<file path="src/rtl/data_tlb_walker.sv">
// rtl/data_tlb_walker.sv - data-side fully-associative TLB with Sv39/Sv48 page-table walker
// Flattened satp/dbus ports; PTE reads are single 8-byte loads, one outstanding at a time.
module data_tlb_walker #(
  parameter int TLB_ENTRIES = 4,
  parameter bit SV48_EN     = 1'b1
) (
  input  logic        clk,
  input  logic        reset,
  input  logic [1:0]  mode,
  input  logic [63:0] virAddr,
  input  logic [3:0]  satp_mode,
  input  logic [43:0] satp_ppn,
  input  logic        req_valid,
  input  logic        req_store,
  input  logic        sfence,
  output logic        resp_ok,
  output logic [63:0] phyAddr,
  output logic        page_fault,
  output logic        dreq_valid,
  output logic [63:0] dreq_addr,
  output logic [7:0]  dreq_strobe,
  output logic [2:0]  dreq_size,
  input  logic        dresp_data_ok,
  input  logic [63:0] dresp_data
);

  localparam int IDXW = (TLB_ENTRIES > 1) ? $clog2(TLB_ENTRIES) : 1;
  localparam logic [1:0] MODE_U = 2'd0;
  localparam logic [1:0] MODE_S = 2'd1;
  localparam logic [1:0] MODE_M = 2'd3;
  localparam logic [3:0] SATP_BARE = 4'd0;
  localparam logic [3:0] SATP_SV39 = 4'd8;
  localparam logic [3:0] SATP_SV48 = 4'd9;
  localparam logic [2:0] MSIZE8 = 3'd3;

  typedef enum logic [1:0] {IDLE, WALK, RESP} state_e;

  // Bits of a PPN/VPN that come from the virtual address for a leaf at level lvl.
  function automatic logic [43:0] lvl_mask(input logic [1:0] lvl);
    case (lvl)
      2'd0:    lvl_mask = 44'h0;
      2'd1:    lvl_mask = 44'h1FF;
      2'd2:    lvl_mask = 44'h3FFFF;
      default: lvl_mask = 44'h7FFFFFF;
    endcase
  endfunction

  // perm = {R, W, X, U, A, D}
  function automatic logic perm_fault(input logic [5:0] perm, input logic [1:0] lvl,
                                      input logic [43:0] ppn, input logic st,
                                      input logic [1:0] md);
    perm_fault = !perm[1] || (st && (!perm[4] || !perm[0])) || (!st && !perm[5]) ||
                 (md == MODE_U && !perm[2]) || (md == MODE_S && perm[2]) ||
                 ((ppn & lvl_mask(lvl)) != 44'h0);
  endfunction

  function automatic logic [63:0] form_pa(input logic [43:0] ppn, input logic [1:0] lvl,
                                          input logic [63:0] va);
    logic [43:0] m;
    m = lvl_mask(lvl);
    form_pa = {8'h0, (ppn & ~m) | ({8'h0, va[47:12]} & m), va[11:0]};
  endfunction

  state_e      state_q, state_d;
  logic [1:0]  level_q, level_d;
  logic [43:0] base_q, base_d;
  logic        gap_q, gap_d;
  logic        sfpend_q, sfpend_d;
  logic [63:0] phy_q, phy_d;
  logic        fault_q, fault_d;
  logic        install, leaf_fault;

  logic [TLB_ENTRIES-1:0] tv_q;
  logic [IDXW-1:0]        rr_q;
  logic [35:0]            tvpn_q  [TLB_ENTRIES];
  logic [43:0]            tppn_q  [TLB_ENTRIES];
  logic [1:0]             tlvl_q  [TLB_ENTRIES];
  logic [5:0]             tperm_q [TLB_ENTRIES];

  logic [35:0] vpn;
  logic        passthru, sv39, sv48, bad_mode, canon_ok;
  logic [1:0]  top_level;
  logic        hit;
  logic [IDXW-1:0] hit_idx;
  logic [43:0] hit_ppn;
  logic [1:0]  hit_lvl;
  logic [5:0]  hit_perm;
  logic [8:0]  walk_idx;

  logic        pte_v, pte_r, pte_w, pte_x;
  logic [5:0]  pte_perm;
  logic [43:0] pte_ppn;

  assign vpn       = virAddr[47:12];
  assign passthru  = (mode == MODE_M) || (satp_mode == SATP_BARE);
  assign sv39      = (satp_mode == SATP_SV39);
  assign sv48      = SV48_EN && (satp_mode == SATP_SV48);
  assign bad_mode  = !sv39 && !sv48;
  assign top_level = sv48 ? 2'd3 : 2'd2;
  assign canon_ok  = sv48 ? ((&virAddr[63:47]) || !(|virAddr[63:47]))
                          : ((&virAddr[63:38]) || !(|virAddr[63:38]));

  assign pte_v    = dresp_data[0];
  assign pte_r    = dresp_data[1];
  assign pte_w    = dresp_data[2];
  assign pte_x    = dresp_data[3];
  assign pte_perm = {dresp_data[1], dresp_data[2], dresp_data[3], dresp_data[4],
                     dresp_data[6], dresp_data[7]};
  assign pte_ppn  = dresp_data[53:10];

  // Superpage entries ignore the VPN fields below their level.
  always_comb begin
    hit     = 1'b0;
    hit_idx = '0;
    for (int i = TLB_ENTRIES - 1; i >= 0; i--) begin
      if (tv_q[i] && ((({8'h0, tvpn_q[i]} ^ {8'h0, vpn}) & ~lvl_mask(tlvl_q[i])) == 44'h0)) begin
        hit     = 1'b1;
        hit_idx = IDXW'(i);
      end
    end
  end

  assign hit_ppn  = tppn_q[hit_idx];
  assign hit_lvl  = tlvl_q[hit_idx];
  assign hit_perm = tperm_q[hit_idx];

  always_comb begin
    case (level_q)
      2'd0:    walk_idx = vpn[8:0];
      2'd1:    walk_idx = vpn[17:9];
      2'd2:    walk_idx = vpn[26:18];
      default: walk_idx = vpn[35:27];
    endcase
  end

  always_comb begin
    state_d    = state_q;
    level_d    = level_q;
    base_d     = base_q;
    gap_d      = 1'b0;
    sfpend_d   = sfpend_q;
    phy_d      = phy_q;
    fault_d    = fault_q;
    install    = 1'b0;
    leaf_fault = 1'b0;
    case (state_q)
      IDLE: begin
        if (req_valid && !sfence) begin
          state_d = RESP;
          if (passthru) begin
            phy_d   = virAddr;
            fault_d = 1'b0;
          end else if (bad_mode || !canon_ok) begin
            phy_d   = '0;
            fault_d = 1'b1;
          end else if (hit) begin
            leaf_fault = perm_fault(hit_perm, hit_lvl, hit_ppn, req_store, mode);
            fault_d    = leaf_fault;
            phy_d      = leaf_fault ? 64'h0 : form_pa(hit_ppn, hit_lvl, virAddr);
          end else begin
            state_d  = WALK;
            level_d  = top_level;
            base_d   = satp_ppn;
            sfpend_d = 1'b0;
          end
        end
      end
      WALK: begin
        if (sfence) sfpend_d = 1'b1;
        // gap_q is the idle cycle between consecutive PTE reads.
        if (dresp_data_ok && !gap_q) begin
          if (!pte_v || (!pte_r && pte_w)) begin
            state_d = RESP;
            phy_d   = '0;
            fault_d = 1'b1;
          end else if (pte_r || pte_x) begin
            leaf_fault = perm_fault(pte_perm, level_q, pte_ppn, req_store, mode);
            state_d    = RESP;
            fault_d    = leaf_fault;
            phy_d      = leaf_fault ? 64'h0 : form_pa(pte_ppn, level_q, virAddr);
            install    = !leaf_fault && !sfence && !sfpend_q;
          end else if (level_q == 2'd0) begin
            state_d = RESP;
            phy_d   = '0;
            fault_d = 1'b1;
          end else begin
            base_d  = pte_ppn;
            level_d = level_q - 2'd1;
            gap_d   = 1'b1;
          end
        end
      end
      RESP:    state_d = IDLE;
      default: state_d = IDLE;
    endcase
  end

  always_ff @(posedge clk) begin
    if (!reset) begin
      state_q  <= IDLE;
      level_q  <= '0;
      base_q   <= '0;
      gap_q    <= 1'b0;
      sfpend_q <= 1'b0;
      phy_q    <= '0;
      fault_q  <= 1'b0;
      tv_q     <= '0;
      rr_q     <= '0;
    end else begin
      state_q  <= state_d;
      level_q  <= level_d;
      base_q   <= base_d;
      gap_q    <= gap_d;
      sfpend_q <= sfpend_d;
      phy_q    <= phy_d;
      fault_q  <= fault_d;
      if (sfence) begin
        tv_q <= '0;
      end else if (install) begin
        tv_q[rr_q] <= 1'b1;
        rr_q       <= (rr_q == IDXW'(TLB_ENTRIES - 1)) ? '0 : rr_q + 1'b1;
      end
    end
  end

  always_ff @(posedge clk) begin
    if (install) begin
      tvpn_q[rr_q]  <= vpn;
      tppn_q[rr_q]  <= pte_ppn;
      tlvl_q[rr_q]  <= level_q;
      tperm_q[rr_q] <= pte_perm;
    end
  end

  assign resp_ok     = (state_q == RESP);
  assign phyAddr     = phy_q;
  assign page_fault  = fault_q;
  assign dreq_valid  = (state_q == WALK) && !gap_q;
  assign dreq_addr   = {8'h0, base_q, walk_idx, 3'b000};
  assign dreq_strobe = 8'h0;
  assign dreq_size   = MSIZE8;

  logic unused_ok;
  assign unused_ok = ^{dresp_data[63:54], dresp_data[9:8], dresp_data[5], hit_perm[3]};

endmodule

</file>
<file path="config.mk">
export PLATFORM = sky130hd
export DESIGN_NAME = data_tlb_walker
export DESIGN_NICKNAME = d
export VERILOG_FILES = /design/src/rtl/data_tlb_walker.sv
export SDC_FILE = /design/constraint.sdc
export NUM_CORES = 1
export LEC_CHECK = 0
export CORE_MARGIN = 8
export CORE_UTILIZATION = 49
export CTS_CLUSTER_DIAMETER = 50
export DETAILED_ROUTE_END_ITERATION = 7
export GPL_TIMING_DRIVEN = 1
export PLACE_DENSITY = 0.76
export RECOVER_POWER = 100
export SYNTH_ARGS = -nofsm -noshare
export SYNTH_HDL_FRONTEND = slang
export SYNTH_SLANG_ARGS = --single-unit
</file>
<file path="constraint.sdc">
create_clock -name clk -period 5.6 [get_ports clk]
set_input_delay 1.12 -clock clk [delete_from_list [all_inputs] [get_ports clk]]
set_output_delay 1.12 -clock clk [all_outputs]
set_load 0.01 [all_outputs]
</file>
; After elaboration in Yosys (flattened, before gate mapping)
; Memories as Yosys holds them, arrays and structs flattened.
; Cells that the tools add are included.
[totals]
reg_bits = 121
mem_bits_rw = 352
out_inout_bits = 142
wordCells = 249
mem_count = 4
[memory_table]
columns = memory, words, width, read_ports, rd_clocked_by_memory_dff, write_ports, line
row1 = tppn_q, 4, 44, 1, 0, 1, 76  ; logic [43:0] tppn_q [TLB_ENTRIES];
row2 = tvpn_q, 4, 36, 4, 0, 1, 75  ; logic [35:0] tvpn_q [TLB_ENTRIES];
row3 = tperm_q, 4, 6, 1, 0, 1, 78  ; logic [5:0] tperm_q [TLB_ENTRIES];
row4 = tlvl_q, 4, 2, 5, 0, 1, 77  ; logic [1:0] tlvl_q [TLB_ENTRIES];
[op_classes]
add_sub_neg = 2
n_lt_le_gt_ge = 2
eq_ne = 30
n_mux = 89
bitwise = 27
n_reduce_logical = 86
[op_table]
columns = cell, count
row1 = 44-bit 2-to-1 mux, 17
row2 = 64-bit 2-to-1 mux, 8
row3 = 27-bit one-hot mux with 3 select lines, 6
row4 = 36-bit by 44-bit AND with 44-bit output, 6
row5 = 44-bit NOT, 6
row6 = 44-bit AND, 4
row7 = 44-bit logical NOT, 4
row8 = 36-bit bitwise XOR, 4
row9 = 64-bit one-hot mux with 2 select lines, 1
row10 = 56-bit 2-to-1 mux, 2
row11 = 44-bit OR, 2
row12 = 44-bit one-hot mux with 2 select lines, 1
row13 = 44-bit nonzero test, 2
row14 = 2-bit 2-to-1 mux, 21
row15 = 1-bit 2-to-1 mux, 27
row16 = 9-bit one-hot mux with 3 select lines, 1
row17 = 26-bit AND reduction, 1
row18 = 26-bit OR reduction, 1
row19 = 1-bit logical NOT, 21
row20 = 1-bit logical AND, 20
row21 = "2-bit equality test, second input constant", 9
row22 = 1-bit logical OR, 18
row23 = "2-bit != test, second input constant", 9
row24 = 17-bit AND reduction, 1
row25 = other kinds (23), 44

; Logic depth before layout (Yosys ltp)
; Gate-level depths: netlist of run 1.
; An unclocked memory read counts as a cell.
[logic_depth]
depth_word = 28
ltp_mapped = 17

; Least setup slack after synthesis of run 1
; OpenSTA, ideal clock, no wires.
[synth_path]
kind = in2reg
from = input port dresp_data[22]
to = memory tlvl_q[1][0] (enable)
arrival_ps = 5019
required_ps = 5144
slack_ps = 125
stages = 7
path_buffers = 1
cell_sequence = nor4_1 -> a31oi_1 -> or4_1 -> nand2b_1 -> clkbuf_1 -> nor4_1 -> and2_1
[synth_via]
elab_chain_len = 12
[synth_lines]
columns = item, line
row1 = "start, declared", 24  ; input logic [63:0] dresp_data
row2 = 44-bit AND, 54  ; ((ppn & lvl_mask(lvl)) != 44'h0);
row3 = 44-bit nonzero test, 54
row4 = 1-bit logical OR, 53  ; (md == MODE_U && !perm[2]) || (md == MODE_S && perm[2]) ||
row5 = 1-bit logical NOT, 181  ; install = !leaf_fault && !sfence && !sfpend_q;
row6 = 1-bit logical AND (2 in a row), 181
row7 = 1-bit 2-to-1 mux, 176  ; end else if (pte_r || pte_x) begin
row8 = 1-bit 2-to-1 mux, 172  ; if (!pte_v || (!pte_r && pte_w)) begin
row9 = 1-bit 2-to-1 mux, 171  ; if (dresp_data_ok && !gap_q) begin
row10 = 1-bit 2-to-1 mux, 146  ; case (state_q)
row11 = 1-bit 2-to-1 mux, 227  ; if (install) begin
row12 = 1-bit 2-to-1 mux (not written as such), 230  ; tlvl_q[rr_q] <= level_q;
row13 = "end, declared", 77
; No other way between the ends.

; Worst setup path in the final report of run 1
[layout_path]
from = input port virAddr[29]
to = register phy_q[46] (netlist: phyAddr[46])
[layout_via]
elab_chain_len = 25
word_cells_on_any_way = 63
classes_between = 3 x eq/ne / 20 x mux / 11 x bitwise / 26 x reduce/logical / 3 x memory
[layout_lines]
columns = item, line
row1 = "start, declared", 10  ; input logic [63:0] virAddr,
row2 = 36-bit bitwise XOR, 116  ; if (tv_q[i] && ((({8'h0, tvpn_q[i]} ^ {8'h0, vpn}) & ~lvl_mask(tlvl_q[i])) == 44'h0)) begin
row3 = 36-bit by 44-bit AND with 44-bit output, 116
row4 = 44-bit logical NOT, 116
row5 = 1-bit logical AND, 116
row6 = 2-bit 2-to-1 mux (4 in a row), 116
row7 = memory read 4 x 2 bit, n/a
row8 = "2-bit equality test, or another cell as far along", 40  ; case (lvl)
row9 = 27-bit one-hot mux with 3 select lines, 40
row10 = (+6 left out), n/a
row11 = 44-bit nonzero test, 54
row12 = 1-bit logical OR, 53
row13 = 56-bit 2-to-1 mux, 159  ; phy_d = leaf_fault ? 64'h0 : form_pa(hit_ppn, hit_lvl, virAddr);
row14 = 64-bit 2-to-1 mux, 156  ; end else if (hit) begin
row15 = 64-bit 2-to-1 mux, 153  ; end else if (bad_mode || !canon_ok) begin
row16 = 64-bit 2-to-1 mux, 150  ; if (passthru) begin
row17 = 64-bit 2-to-1 mux, 148  ; if (req_valid && !sfence) begin
row18 = 64-bit one-hot mux with 2 select lines, 146
row19 = "end signal, assigned", 215  ; phy_q <= phy_d;
row20 = "end, declared", 69  ; logic [63:0] phy_q, phy_d;
; Parallel ways exist; a longest one is shown, timed or not. The select of a mux whose other input is x is not followed.
; A chain may end at the register's enable or synchronous reset.

==> results of run 1 <==
## final timing paths
kind                                         startpoint                  endpoint  slack [ns]  cells past startpoint
worst max-delay path                        virAddr[29]  phyAddr[46]$_SDFFE_PN0P_        0.30                     17
worst min-delay path            phyAddr[7]$_SDFFE_PN0P_   phyAddr[7]$_SDFFE_PN0P_        0.45                      2
worst max register to register  level_q[0]$_SDFFE_PN0P_   tvpn_q[3][33]$_DFFE_PP_        0.96                     10
worst min register to register  phyAddr[7]$_SDFFE_PN0P_   phyAddr[7]$_SDFFE_PN0P_        0.45                      2
## power by group through the flow
stage                     clock network (W)  registers (W)  logic (W)
after floorplan                           0        0.00383   0.000205
after global placement                    0        0.00383   0.000526
after detailed placement                  0        0.00383   0.000536
after CTS                           0.00324        0.00375   0.000539
after global routing                0.00338        0.00375   0.000540
final                               0.00321        0.00375   0.000511
## cells in the mapped netlist, types with 4 or more instances
cell type    n  share of area
a222oi_1     9         0.0042
buf_1        4        0.00070
o22ai_1      5         0.0015
a21oi_1     53          0.012
nand4_1     38          0.011
a22o_1       9         0.0037
edfxtp_1   348           0.49
o211a_1     45          0.021
and3_1      38          0.011
ha_1         8         0.0047
o21ai_0     75          0.018
a211oi_1    36          0.013
o21ai_1     27         0.0063
and2_1      35          0.010
mux2i_1     45          0.021
dfxtp_1    121           0.11
o311ai_0     5         0.0020
a221oi_1     8         0.0033
buf_2       32         0.0075
o31ai_1     11         0.0039
o211ai_1    10         0.0035
inv_1       13         0.0023
nor4_1      27         0.0079
nor2_1      51         0.0090
xor2_1      79          0.032
nand2b_1     5         0.0015
a31oi_1     41          0.012
nand3_1    108          0.025
nor2b_1      7         0.0020
nor3b_1      4         0.0014
o221ai_1     9         0.0037
buf_4       27         0.0095
o22a_1       6         0.0025
xnor2_1     66          0.027
and4_1       4         0.0016
a22oi_1     17         0.0060
nand2_1    179          0.031
nor3_1      42         0.0098
a21boi_0    11         0.0039
a41o_1       8         0.0037
clkbuf_1    99          0.017
## logic make-up (layout without fill, tap and decap cells)
group,Yosys count,after routing,share of synthesized area
simple gates,566,566,0.1354
flops,469,469,0.6025
compound gates,412,412,0.1363
buf+inv,178,567,0.03859
mux,48,48,0.02266
xor+xnor,145,145,0.05944
fa+ha+maj,8,8,0.004685
other cells,2,27,0.0003515
## worst reg2reg max path, cell delays in order (launching register included)
cell,delay [ns]
dfxtp_1,0.52
inv_1,0.14
ha_1,0.40
nor2_1,0.19
a31oi_1,0.05
or4_1,0.54
nand2b_1,0.25
nor4_1,0.34
clkbuf_1,0.37
and2_0,0.74
clkbuf_4,0.71
## area by class of cell
class / instances / area, um^2 / share of cell area
Tap cell: 585 / 732.0 / 0.02693
Timing Repair Buffer: 459 / 4169 / 0.1534
Multi-Input combinational cell: 1201 / 7759 / 0.2855
Clock inverter: 28 / 225.2 / 0.008288
Clock buffer: 66 / 1353 / 0.04977
Antenna cell: 5 / 12.51 / 0.0004604
Sequential cell: 469 / 12870 / 0.4737
Inverter: 14 / 52.55 / 0.001934
## layer usage
metal / vias up / part of all wire / GRT usage
li1: 7615 / - / -
met1: 8262 / 0.40 / 0.3552
met2: 1034 / 0.45 / 0.4180
met3: 157 / 0.11 / 0.07503
met4: 2 / 0.040 / 0.1144
met5: - / 0.00021 / 0
## registers in the layout, summed over array words and instances, names as in the netlist
name / cells
tperm_q: 20
state_q: 2
tv_q: 4
rr_q: 2
tvpn_q: 144
base_q: 44
level_q: 2
page_fault: 1
sfpend_q: 1
gap_q: 1
tppn_q: 176
tlvl_q: 8
phyAddr: 64
## stage by stage
stage / instance area (um^2) / power, W / TNS [ns]
after floorplan: 21440 / 0.004036 / 0
after global routing: 27170 / 0.007669 / 0
after CTS: 27450 / 0.007529 / 0
after detailed placement: 25880 / 0.004362 / 0
after global placement: 25880 / 0.004351 / -0.04219
final: 27170 / 0.007469 / 0
==> flow_metrics.py, run 1 <==
metrics = {
    "cells_and_area": {
        "areaGrowthSynthToFinish_pct": 27.20,
        "final_common_cell": "edfxtp_1",
        "layout-drive-gt1-share": 0.09388,
        "utilization": 0.6309,
        "n_fill_cell": 3367,
        "layout_common_cells": "edfxtp_1, dlygate4sd3_1, nand2_1, dfxtp_1, nand3_1",
        "layout.nets": 2388,
        "stdcell_count": 2827,
    },
    "routing": {
        "wl_mm": 70.57,
        "avgViaCountPerCell": 6.038,
        "first_iter_violations": 2113,
        "drtPass1Iterations": 7,
        "routedWlPerCell_um": 24.96,
        "num_vias": 17070,
        "drc": 0,
        "ant_nets": 0,
    },
    "floorplan": {
        "io_pins": 326,
        "die_w_um": 224.8,
        "dieArea_um2": 50540,
        "core_region_area_um2": 43080,
        "rows": 76,
        "initial_core_util": 0.4960,
        "die_y_um": 224.8,
    },
    "sta": {
        "slew_headroom": 0.04363,
        "final-hold-violation-count": 0,
        "rsz0062_at_grt": "no",
        "holdWs_ns": 0.4458,
        "finClkSkew_ns": 0.02823,
        "fin_crit_sh": 0.9472,
        "worst_pin_slew_ns": 1.434,
        "setup_viol": 0,
        "fmaxAchievable_mhz": 188.5,
        "slew_viol_final": 0,
        "timing.final.ws_setup_ns": 0.2959,
        "finalCriticalPeriod_ns": 5.304,
    },
    "synth": {
        "synth_edf_count": 348,
        "synth.distinct_cells": 82,
        "ys_dominant_reg_cell": "edfxtp_1",
        "yosysSeqAreaShare": 0.6025,
        "ys_ff_latch": 469,
        "synthArstFlopShare": 0,
        "avgSynthCellArea_um2": 11.69,
        "postSynthCellCount": 1828,
        "synth.yosys.warnings": 0,
        "synth.cell_area_um2": 21360,
    },
    "global_routing": {
        "antenna_found_initial": 6,
        "grt_max_degree": 82,
        "grt_pass1_vias": 16610,
        "grt_pass1_wl_mm": 104.1,
        "grt.overflow.total": 0,
        "track_usage": 0.2704,
    },
    "pwr": {
        "p_switching_w": 0.001710,
        "leakage_nw": 10.21,
        "swShare": 0.2290,
        "seq_power_share": 0.502,
        "clockPowerShare": 0.429,
        "intPower_w": 0.005759,
        "p_per_area_nw_per_um2": 274.9,
        "p_comb_frac": 0.068,
        "ir_drop_mv": 0.2411,
    },
    "worst_setup_path": {
        "crit_buf_inv": 5,
        "worstPathRequired_ns": 6.12,
        "cp_max_fo": 13,
        "path_cells": "clkdlybuf4s50_1 -> clkbuf_1 -> xor2_1 -> nor3_1 -> a41o_1 -> nand4_1 -> a21boi_1 -> a21oi_1 -> buf_4 -> o22a_1 -> o41ai_1 -> nand3_1 -> o31ai_4 -> nand4_4 -> buf_12 -> buf_12 -> o21ai_0",
        "crit_type": "input port to register",
        "max_stage_delay_ns": 0.62,
        "cp_top_family": "compound AO/OA/AOI/OAI gates",
        "end_kind": "register",
        "cp_slowest_cell": "clkbuf_1",
        "start_kind": "input port",
        "crit_arrival_ns": 5.82,
        "cp_common_cell": "buf_12",
    },
    "placement": {
        "io_buffers": 290,
        "gp_congestion": 0.9442,
        "placed_cells": 2728,
        "place_ws_ns": 0.006369,
        "hpwl_mm": 51.04,
    },
    "cts": {
        "cts.path.max_buffers": 3,
        "cts_resized": 0,
        "numCtsBuffers": 51,
        "post-cts-setup-buffers": 0,
        "cts_tree": "yes",
        "cts_sinks": 469,
        "clock_latency_ns": 0.61,
        "clock-root-buffer": "clkbuf_16",
        "hold_buffers": 0,
        "h-tree-depth": 2,
        "path_clk_slew_ns": 0.06,
    },
    "status": {
        "outcome": "finished, final reports clean",
    },
    "min_path": {
        "min_path_type": "register to register",
    },
    "flow_run": {
        "cap_violations": 0,
    },
}
(Power assumes the default switching activity.)
==> inputs of run 2 (changes only) <==
--- a/config.mk
+++ b/config.mk
@@ -5,12 +5,14 @@
 export SDC_FILE = /design/constraint.sdc
 export NUM_CORES = 1
 export LEC_CHECK = 0
+export CELL_PAD_IN_SITES_DETAIL_PLACEMENT = 1
+export CELL_PAD_IN_SITES_GLOBAL_PLACEMENT = 2
 export CORE_MARGIN = 8
-export CORE_UTILIZATION = 49
+export CORE_UTILIZATION = 33
 export CTS_CLUSTER_DIAMETER = 50
 export DETAILED_ROUTE_END_ITERATION = 7
 export GPL_TIMING_DRIVEN = 1
-export PLACE_DENSITY = 0.76
+export PLACE_DENSITY_LB_ADDON = 0.1
 export RECOVER_POWER = 100
 export SYNTH_ARGS = -nofsm -noshare
 export SYNTH_HDL_FRONTEND = slang
==> run 2 against run 1 <==
Against the previous run: via count down 0.69%; first-iteration DRC count down 38%; fmax down 0.62%; sequential power about the same; critical path depth down 1; clock skew up 0.0023 ns; die area up 45%; critical path type unchanged; largest power group is now the clock network.
==> flow_metrics.py, run 2 (synthesis results as in run 1) <==
metrics = {
    "routing": {
        "met2_length_mm": 39.75,
        "ant_nets": 0,
        "avgViaCountPerCell": 5.378,
        "drc": 0,
        "highest_layer": "met4",
        "met1_length_mm": 37.52,
        "met3_length_mm": 5.014,
        "wl_mm": 83.87,
        "routedWlPerCell_um": 26.61,
        "num_vias": 16950,
        "first_iter_violations": 1307,
        "drtPass1Iterations": 6,
    },
    "cts": {
        "path_clk_slew_ns": 0.05,
        "hold_buffers": 0,
        "h-tree-depth": 3,
        "post-cts-setup-buffers": 0,
        "clock_latency_ns": 0.61,
        "cts_sinks": 469,
        "cts_tree": "yes",
        "clock-root-buffer": "clkbuf_16",
        "cts.path.max_buffers": 3,
        "numCtsBuffers": 71,
        "cts_resized": 0,
    },
    "sta": {
        "setup_viol": 0,
        "finalCriticalPeriod_ns": 5.337,
        "tns_ns": 0,
        "fin_crit_sh": 0.9531,
        "rsz0062_at_grt": "no",
        "worst_pin_slew_ns": 1.323,
        "finClkSkew_ns": 0.03055,
        "fmaxAchievable_mhz": 187.4,
        "slew_headroom": 0.1183,
        "slew_viol_final": 0,
        "final-hold-violation-count": 0,
    },
    "floorplan": {
        "core_region_area_um2": 64230,
        "die_w_um": 270.4,
        "rows": 93,
        "dieArea_um2": 73140,
        "io_pins": 326,
        "initial_core_util": 0.3326,
        "die_y_um": 270.4,
    },
    "worst_setup_path": {
        "cp_top_family": "compound AO/OA/AOI/OAI gates",
        "end_kind": "register",
        "max_stage_delay_ns": 0.65,
        "r2r-start": "level_q[0]$_SDFFE_PN0P_",
        "r2r_slack_ns": 0.81,
        "cp_max_fo": 15,
        "path_cells": "dlygate4sd3_1 -> clkbuf_1 -> xnor2_1 -> nand3_1 -> o31ai_1 -> a21o_1 -> a21boi_1 -> a21oi_1 -> buf_4 -> o22a_1 -> o41ai_1 -> nand3_1 -> o31ai_4 -> nand4_4 -> buf_12 -> o31ai_1",
        "crit_type": "input port to register",
        "worstPathRequired_ns": 6.09,
        "worst_r2r_path_depth": 10,
        "cp_slowest_cell": "clkbuf_1",
        "start_kind": "input port",
        "crit_buf_inv": 4,
        "reg2reg_to": "tlvl_q[3][1]$_DFFE_PP_",
        "crit_arrival_ns": 5.82,
    },
    "cells_and_area": {
        "final_common_cell": "edfxtp_1",
        "areaGrowthSynthToFinish_pct": 33.30,
        "n_fill_cell": 6881,
        "largest_register": "tppn_q",
        "largest_register_ffs": 176,
        "design_area_um2": 28480,
        "utilization": 0.4434,
        "layout_common_cells": "edfxtp_1, dlygate4sd3_1, nand2_1, dfxtp_1, nand3_1",
        "layout-drive-gt1-share": 0.1177,
        "layout.nets": 2430,
    },
    "pwr": {
        "clockPowerShare": 0.523,
        "swShare": 0.2295,
        "p_switching_w": 0.002062,
        "p_comb_frac": 0.059,
        "intPower_w": 0.006922,
        "p_per_area_nw_per_um2": 315.5,
        "ir_drop_mv": 0.2036,
        "leakage_nw": 10.70,
        "seq_power_share": 0.418,
    },
    "global_routing": {
        "track_usage": 0.2220,
        "grt_max_degree": 90,
        "grt.overflow.total": 0,
        "grt_pass1_wl_mm": 122.4,
        "antenna_found_initial": 5,
        "grt_pass1_vias": 18020,
    },
    "min_path": {
        "hp-start": "phyAddr[3]$_SDFFE_PN0P_",
        "min_path_type": "register to register",
        "holdPathStages": 2,
        "hold_end": "phyAddr[3]$_SDFFE_PN0P_",
    },
    "flow_run": {
        "cap_violations": 0,
    },
    "placement": {
        "gp_congestion": 0.8460,
        "hpwl_mm": 61.88,
        "dpl_cell_area_um2": 26320,
        "io_buffers": 290,
    },
    "status": {
        "outcome": "finished, final reports clean",
    },
}
run 2: worst register-to-register path, cell delays in order (launching register included):
cell      delay [ns]
dfxtp_1         0.55
inv_1           0.19
ha_1            0.41
nor2_1          0.20
a31oi_1         0.05
or4_1           0.59
nand2b_1        0.30
nor4_1          0.29
clkbuf_1        0.26
and2_2          0.80
clkbuf_2        0.77
run 2: layout make-up:
type,instances,area (um^2),area share
timing repair buffer,481,4223,0.1483
sequential,469,12870,0.4520
clock buffer,81,1887,0.06625
antenna,3,7.507,0.0002636
inverter,14,52.55,0.001845
tap,855,1070,0.03756
clock inverter,48,606.8,0.02131
multi-input combinational,1201,7760,0.2725
run 2: metal layers:
metal  GRT usage  vias to the layer above
li1            -                     7706
met1      0.2986                     8647
met2      0.3660                      502
met3     0.03974                       97
met4     0.05917                        0
met5           0                        -
run 2: power groups by stage:
stage	Sequential [W]	Combinational [W]	Clock, W
floorplan	0.00383	0.000205	0
global placement	0.00383	0.000565	0
detailed placement	0.00383	0.000574	0
CTS	0.00375	0.000576	0.00480
global route	0.00375	0.000570	0.00493
finish	0.00375	0.000533	0.00470
run 2: how the worst max path moves through the flow:
stage	from	end	slack, ns	depth (start not counted)
detailed placement	virAddr[47]	phyAddr[10]$_SDFFE_PN0P_	-0.24	16
global route	virAddr[30]	phyAddr[38]$_SDFFE_PN0P_	0.05	18
CTS	virAddr[47]	phyAddr[2]$_SDFFE_PN0P_	0.39	16
global placement	virAddr[47]	phyAddr[7]$_SDFFE_PN0P_	-0.12	16
floorplan	dresp_data[22]	tlvl_q[1][0]$_DFFE_PP_	0.13	7
finish	virAddr[13]	phyAddr[38]$_SDFFE_PN0P_	0.26	16
run 2: stage by stage:
stage          hold slack, ns  worst slack, ns  instances  power [W]
5_1_grt                0.4712          0.05134       3152   0.009250
6_report               0.4437           0.2627       3152   0.008984
2_1_floorplan          0.4402           0.1251       1848   0.004036
4_1_cts                0.4497           0.3888       3149   0.009126
3_3_place_gp           0.4325          -0.1246       3020   0.004392
3_5_place_dp           0.4420          -0.2444       3020   0.004400
